**src/rtl/stream_demux.sv**
```systemverilog
// One-input, two-output packet demultiplexer with a one-entry register per output.
// The destination is chosen on the first beat of a packet and held until its last beat.
//   state | meaning
//   IDLE  | between packets, destination follows in_sel_i
//   LOCK0 | mid-packet, every beat goes to out0
//   LOCK1 | mid-packet, every beat goes to out1
module stream_demux #(
    parameter int DATA_W = 8
) (
    input  logic              clk,
    input  logic              reset,
    input  logic              in_valid_i,
    input  logic [DATA_W-1:0] in_data_i,
    input  logic              in_last_i,
    input  logic              in_sel_i,
    output logic              in_ready_o,
    output logic              out0_valid_o,
    output logic [DATA_W-1:0] out0_data_o,
    output logic              out0_last_o,
    input  logic              out0_ready_i,
    output logic              out1_valid_o,
    output logic [DATA_W-1:0] out1_data_o,
    output logic              out1_last_o,
    input  logic              out1_ready_i,
    output logic [7:0]        pkt_cnt0_o,
    output logic [7:0]        pkt_cnt1_o
);

    typedef enum logic [1:0] {
        IDLE  = 2'd0,
        LOCK0 = 2'd1,
        LOCK1 = 2'd2
    } state_t;

    state_t            state_q, state_d;
    logic              out0_valid_q, out0_valid_d;
    logic [DATA_W-1:0] out0_data_q, out0_data_d;
    logic              out0_last_q, out0_last_d;
    logic              out1_valid_q, out1_valid_d;
    logic [DATA_W-1:0] out1_data_q, out1_data_d;
    logic              out1_last_q, out1_last_d;
    logic [7:0]        pkt_cnt0_q, pkt_cnt0_d;
    logic [7:0]        pkt_cnt1_q, pkt_cnt1_d;

    logic dest;
    logic room0, room1;
    logic accept;

    always_comb begin
        state_d      = state_q;
        out0_valid_d = out0_valid_q;
        out0_data_d  = out0_data_q;
        out0_last_d  = out0_last_q;
        out1_valid_d = out1_valid_q;
        out1_data_d  = out1_data_q;
        out1_last_d  = out1_last_q;
        pkt_cnt0_d   = pkt_cnt0_q;
        pkt_cnt1_d   = pkt_cnt1_q;

        case (state_q)
            LOCK0:   dest = 1'b0;
            LOCK1:   dest = 1'b1;
            default: dest = in_sel_i;
        endcase

        // A full register that drains this cycle can take the next beat without a bubble.
        room0      = !out0_valid_q || out0_ready_i;
        room1      = !out1_valid_q || out1_ready_i;
        in_ready_o = !reset && (dest ? room1 : room0);
        accept     = in_valid_i && in_ready_o;

        if (out0_valid_q && out0_ready_i) out0_valid_d = 1'b0;
        if (out1_valid_q && out1_ready_i) out1_valid_d = 1'b0;

        if (accept && !dest) begin
            out0_valid_d = 1'b1;
            out0_data_d  = in_data_i;
            out0_last_d  = in_last_i;
            if (in_last_i) pkt_cnt0_d = pkt_cnt0_q + 8'd1;
        end
        if (accept && dest) begin
            out1_valid_d = 1'b1;
            out1_data_d  = in_data_i;
            out1_last_d  = in_last_i;
            if (in_last_i) pkt_cnt1_d = pkt_cnt1_q + 8'd1;
        end

        if (accept) begin
            if (in_last_i)            state_d = IDLE;
            else if (state_q == IDLE) state_d = dest ? LOCK1 : LOCK0;
        end
    end

    always_ff @(posedge clk) begin
        if (reset) begin
            state_q      <= IDLE;
            out0_valid_q <= 1'b0;
            out0_data_q  <= '0;
            out0_last_q  <= 1'b0;
            out1_valid_q <= 1'b0;
            out1_data_q  <= '0;
            out1_last_q  <= 1'b0;
            pkt_cnt0_q   <= 8'd0;
            pkt_cnt1_q   <= 8'd0;
        end else begin
            state_q      <= state_d;
            out0_valid_q <= out0_valid_d;
            out0_data_q  <= out0_data_d;
            out0_last_q  <= out0_last_d;
            out1_valid_q <= out1_valid_d;
            out1_data_q  <= out1_data_d;
            out1_last_q  <= out1_last_d;
            pkt_cnt0_q   <= pkt_cnt0_d;
            pkt_cnt1_q   <= pkt_cnt1_d;
        end
    end

    assign out0_valid_o = out0_valid_q;
    assign out0_data_o  = out0_data_q;
    assign out0_last_o  = out0_last_q;
    assign out1_valid_o = out1_valid_q;
    assign out1_data_o  = out1_data_q;
    assign out1_last_o  = out1_last_q;
    assign pkt_cnt0_o   = pkt_cnt0_q;
    assign pkt_cnt1_o   = pkt_cnt1_q;

endmodule

```
**config.mk**
```make
export PLATFORM = sky130hd
export DESIGN_NAME = stream_demux
export DESIGN_NICKNAME = d
export VERILOG_FILES = /design/src/rtl/stream_demux.sv
export SDC_FILE = /design/constraint.sdc
export NUM_CORES = 1
export LEC_CHECK = 0
export BUFFER_PORTS_ARGS = -buffer_cell sky130_fd_sc_hd__buf_2
export CAP_MARGIN = 25
export CORE_MARGIN = 8
export CORE_UTILIZATION = 49
export DETAILED_ROUTE_END_ITERATION = 6
export HOLD_SLACK_MARGIN = 0.06
export PLACE_DENSITY = 0.78
export RECOVER_POWER = 25
export SETUP_SLACK_MARGIN = 0.02
export SYNTH_ARGS = -nofsm -noshare
export SYNTH_HDL_FRONTEND = slang
export SYNTH_SLANG_ARGS = --single-unit
```
**constraint.sdc**
```tcl
create_clock -name clk -period 2.4 [get_ports clk]
set_input_delay 0.72 -clock clk [delete_from_list [all_inputs] [get_ports clk]]
set_output_delay 0.72 -clock clk [all_outputs]
set_load 0.05 [all_outputs]
```
# After elaboration in Yosys (flattened, before gate mapping)
# Index checks and enable logic that the tools add are counted.
# op_classes
add_sub_neg	2
n_mul	0
n_div	0
magnitude_cmp	0
eq_ne	2
shifts	0
mux	9
bitwise_logic	0
n_reduce_logical	19
# ops
cell	n
$add A8 B1 Y8 const B	2
$logic_and A1 B1 Y1	6
$mux W2	3
$reduce_and A2 Y1	3
$reduce_bool A2 Y1	3
$mux W1	5
$logic_not A1 Y1	4
$eq A2 B1 Y1 const B	1
$eq A2 B2 Y1 const B	1
$logic_not A2 Y1	1
$logic_or A1 B1 Y1	2
$pmux W1 S2	1
# totals
regBits	38
latch_bits	0
ram_bits	0
romBits	0
out_inout_bits	37
elab_cells	41
mem_count	0

# Depth between registers and ports, before layout
# logic_depth
word_depth	7
mapped_depth	7
mapped_depth_nobuf	6

# Least setup slack after synthesis
# No wires, ideal clock.
# synth_path
path_type	register to output
startpoint	register state_q[1]
endpoint	output in_ready_o
arrival_time_ps	1863
setup_slack_ps	-183
path_stages_with_launch	6
n_path_buf	0
path_cell_list	dfxtp_1 > inv_1 > ha_1 > mux2_2 > mux2i_1 > nor2_1
# synth_via
elab_chain_len	4
# synth_rtl
element	line_no	text
start: declaration	35	state_t state_q, state_d;
start signal: assignment	106	state_q <= state_d;
$eq A2 B2 Y1 or $eq A2 B1 Y1 (tied branches)	60	case (state_q)
$pmux W1 S2 *	60	
$mux W1 *	69	in_ready_o = !reset && (dest ? room1 : room0);
$logic_and A1 B1 Y1 *	69	
end: declaration	16	output logic in_ready_o,
# Mark *: on every way between the ends. The rest lies on a longest branch, timed or not.

# Final worst setup path
# Same ends and word-level chain as after synthesis.

==> out/metrics.sh <==
DESIGN.DIE.AREA_UM2=5360
PRECTSSETUPSLACK_NS=0.0905
WORST-ENDPOINT-ARRIVAL_NS=1.74
DIE_W_UM=73.2
SYN_NETS=191
OUTCOME='finished, violations left'
PWR-SHARE-SEQ_PCT=56.9
ROUTE.VIAS.TOTAL=1419
WORST-ENDPOINT-REQUIRED_NS=1.68
DRT_ITER0_DRC=78
CLOCK_POWER_SHARE_PCT=28.3
ASYNC_RESET_FF_SHARE_PCT=0
GRT_USE_TOTAL_PCT=15.2
SW_FRAC_OF_TOTAL_PCT=27.6
POWER_DENSITY_nW_PER_UM2=568
CRITICAL_PATH_CLASS='flip-flop to output port'
LAYOUTNONFILLERINSTCOUNT=277
SYN_AREA_PER_CELL_UM2=9.32
AVGROUTEDWIREPERCELL_UM=13.9
SYNTHFLOPTYPE='sky130_fd_sc_hd__dfxtp_1'
CLOCK_LATENCY_NS=0.33
MAXSLEWVIOLCOUNT=0
LARGEST_DELAY_SHARE_FAMILY_WORST_PATH='multiplexers'
DETAIL_ROUTE.DRC_VIOLATIONS=0
CRITICAL_PATH_CELL_BY_CELL='inv_2, ha_4, mux2_4, mux2i_2, nor2_2, buf_6'
NETSWITCHINGPOWER_W=0.000318
LAYOUT-AREA-OVERHEAD-VS-SYNTH_PCT=26.4
CLOCK_TREE.BUFFER_DEPTH=2
SYNTH_SEQ_AREA_SHARE_PCT=47.5
DESIGN.CORE.AREA_UM2=3080
POST_SYNTH_INST_COUNT=172
CLK_PIN_SLEW_WORST_PATHS_NS=0.10
PLACEMENTROWS=20
FLOORPLAN.INITIALDENSITY_PCT=52.1
FIRST_PASS_ITERS=4
DIE_Y_UM=73.2
MAXSLEWHEADROOM_PCT=59.1
CTS_INSERTED_BUFFERS=5
ANTENNADIODECOUNT=0
LAYOUT.FILLER_CELLS=280
POST_ROUTE_CELLS_DRIVE_ABOVE_1_SHARE_PCT=25.3
INTERNAL_POWER_W=0.000833
POST-ROUTE-MIN-PERIOD_NS=2.46
PERIOD_UTILISATION_LAYOUT_PCT=103
FIN_TOTAL_PWR_W=0.00115
RSZ0062_AT_GRT='true'
POST_DETAILED_PLACEMENT_CELL_AREA_UM2=1960
FF_LATCH_AREA_UM2=763
H-TREE-DEPTH=2
POSTLAYOUTCELLAREA_UM2=2030
SYNTH.CELL_AREA_UM2=1600
COUNT_OF_FLIP_FLOPS_WITH_A_BUILT_IN_ENABLE_AFTER_SYNTHESIS=0
SETUP_VIOL=1
YOSYS_WARNINGS=0
ANTENNA_FOUND_INITIAL=0
TRITONCTS='yes'
LAYOUT.NETS=253
POSTLAYOUTCOREUTIL_PCT=65.8
BUFFER_PORTS.INSERTED=51
FINALCLOCKSKEW_NS=0.00393
CTS_ROOT_BUFFER='sky130_fd_sc_hd__clkbuf_4'
POSTSYNTHREGISTERBITS=38
SLOWEST_CELL_ON_THE_CRITICAL_PATH='sky130_fd_sc_hd__dfxtp_2'
COUNT_OF_ANTENNA_VIOLATING_NETS_LEFT_AFTER_DETAILED_ROUTING=0
MULTIINPUTGATEAREA_UM2=822
CTS.HOLD.BUFFERS_ADDED=0
VIA_PER_INST=5.12
PATH_MAX_FANOUT=2
FIRST_GLOBAL_VIAS=1423
GLOBAL_ROUTE.OVERFLOW_TOTAL=0
LEAKAGE_nW=0.924
FINAL_HOLD_VIOLS=0
END_KIND='output port'
WIRE_LENGTH_OF_THE_FIRST_GLOBAL_ROUTING_PASS_UM=6350
TIMING.CRITICAL_PATH.SLOWEST_CELL_DELAY_NS=0.35
PLACE.DETAILED.INSTANCES=270
WORST-SLEW-PIN-TRANSITION_NS=0.616
DPL.HPWL_UM=2830
SYNTH.LIB_CELLS_USED.DISTINCT=27
CRITICAL_PATH.STARTPOINT_TYPE='flip-flop'
GRT_START_MAX_NET_PINS=31
SHARE_COMB_OF_TOTAL_POWER_PCT=14.7
VIOLATIONS='negative setup slack'
DRV_CAP=0
FIN_WS_NS=-0.0615
TOP_LEVEL_PORTS=52
POSTROUTEWIRELENGTH_UM=3840
TIMING.HOLD.WORST.CLASS='flip-flop to flip-flop'
MAX_FREQ_MHz=406
GP_CONGESTION=0.797
CRITICAL_PATH_BUF_INV_COUNT=2
CTS_NUM_SINKS=38
VDD_IR_DROP_MAX_V=0.000407
## registers in the layout (all words and copies together) (netlist names)
signal	flops
out0_last_o	1
pkt_cnt1_o	8
out0_data_o	8
out0_valid_o	1
state_q	2
pkt_cnt0_o	8
out1_data_o	8
out1_valid_o	1
out1_last_o	1
## final timing paths
kind                                   from            end  slack [ns]  cells after the start
worst max-delay path             state_q[1]     in_ready_o       -0.06                      6
worst min-delay path            out0_last_o    out0_last_o        0.46                      2
worst min register to register  out0_last_o    out0_last_o        0.46                      2
worst max register to register   state_q[1]  pkt_cnt1_o[7]        0.36                      6
## kinds of logic after synthesis
kind of cell | synth area share [%]
xor+xnor | 3.83
flops | 47.5
buf+inv | 2.65
simple gates | 22.2
fa+ha+maj | 3.12
compound gates | 5.70
mux | 15.1
## through the flow
stage | setup TNS [ns] | hold WS, ns
floorplan | 0 | 0.484
global placement | 0 | 0.442
detailed placement | 0 | 0.444
CTS | -0.0907 | 0.459
global route | -0.131 | 0.483
finish | -0.0615 | 0.462
## layout by cell type (no fill, tap or decap), drive strengths merged, types with 6 or more instances in the layout
| cell type | instances |
|---|---|
| mux2i | 23 |
| nand3 | 8 |
| a21oi | 8 |
| buf | 44 |
| nor2 | 30 |
| o21ai | 6 |
| dfxtp | 38 |
| clkbuf | 23 |
## what timing repair did
action | CTS | global route
setup buffers | 1 | 0
gates resized for setup | 9 | 0
pin swaps | 2 | 1
endpoints found under the setup margin | 1 | 1
## cell usage after synthesis, types with 3 or more instances
cell type | number | area (um2)
sky130_fd_sc_hd__inv_1 | 5 | 18.8
sky130_fd_sc_hd__ha_1 | 4 | 50.1
sky130_fd_sc_hd__nor4_1 | 5 | 31.3
sky130_fd_sc_hd__dfxtp_1 | 38 | 761
sky130_fd_sc_hd__a21oi_1 | 8 | 40.0
sky130_fd_sc_hd__nand4_1 | 5 | 31.3
sky130_fd_sc_hd__nand2_1 | 5 | 18.8
sky130_fd_sc_hd__nand2b_1 | 5 | 31.3
sky130_fd_sc_hd__nor2b_1 | 3 | 18.8
sky130_fd_sc_hd__mux2i_1 | 23 | 230
sky130_fd_sc_hd__or3_1 | 4 | 25.0
sky130_fd_sc_hd__nor2_1 | 30 | 113
sky130_fd_sc_hd__nand3_1 | 8 | 40.0
sky130_fd_sc_hd__o21ai_0 | 6 | 30.0
sky130_fd_sc_hd__clkbuf_1 | 5 | 18.8
sky130_fd_sc_hd__xnor2_1 | 5 | 43.8
## layout make-up
cell class,instances,area share (%)
inverter,5,0.926
sequential,38,37.7
clock buffer,6,2.53
tap,44,2.72
multi-input combinational,123,40.6
timing repair buffer,61,15.6
## worst min-delay path, stage by stage (launching register included)
cell                      delay [ns]
sky130_fd_sc_hd__dfxtp_1        0.32
sky130_fd_sc_hd__nand2_1        0.05
sky130_fd_sc_hd__a21oi_1        0.05
## power groups by stage
| stage | Combinational, W | Sequential (W) | Clock (W) |
|---|---|---|---|
| floorplan | 0.0000630 | 0.000719 | 0 |
| global placement | 0.000164 | 0.000668 | 0 |
| detailed placement | 0.000166 | 0.000669 | 0 |
| CTS | 0.000173 | 0.000655 | 0.000338 |
| global route | 0.000183 | 0.000658 | 0.000361 |
| finish | 0.000170 | 0.000655 | 0.000326 |
## layer usage
layer  GRT usage, %  up-vias  share of wire [%]
li1               -      720                  -
met1           16.4      653                 45
met2           24.3       41                 44
met3           8.24        5                9.2
met4           6.00        0                1.3
met5              0        -                  0
(Power assumes the default switching activity.)
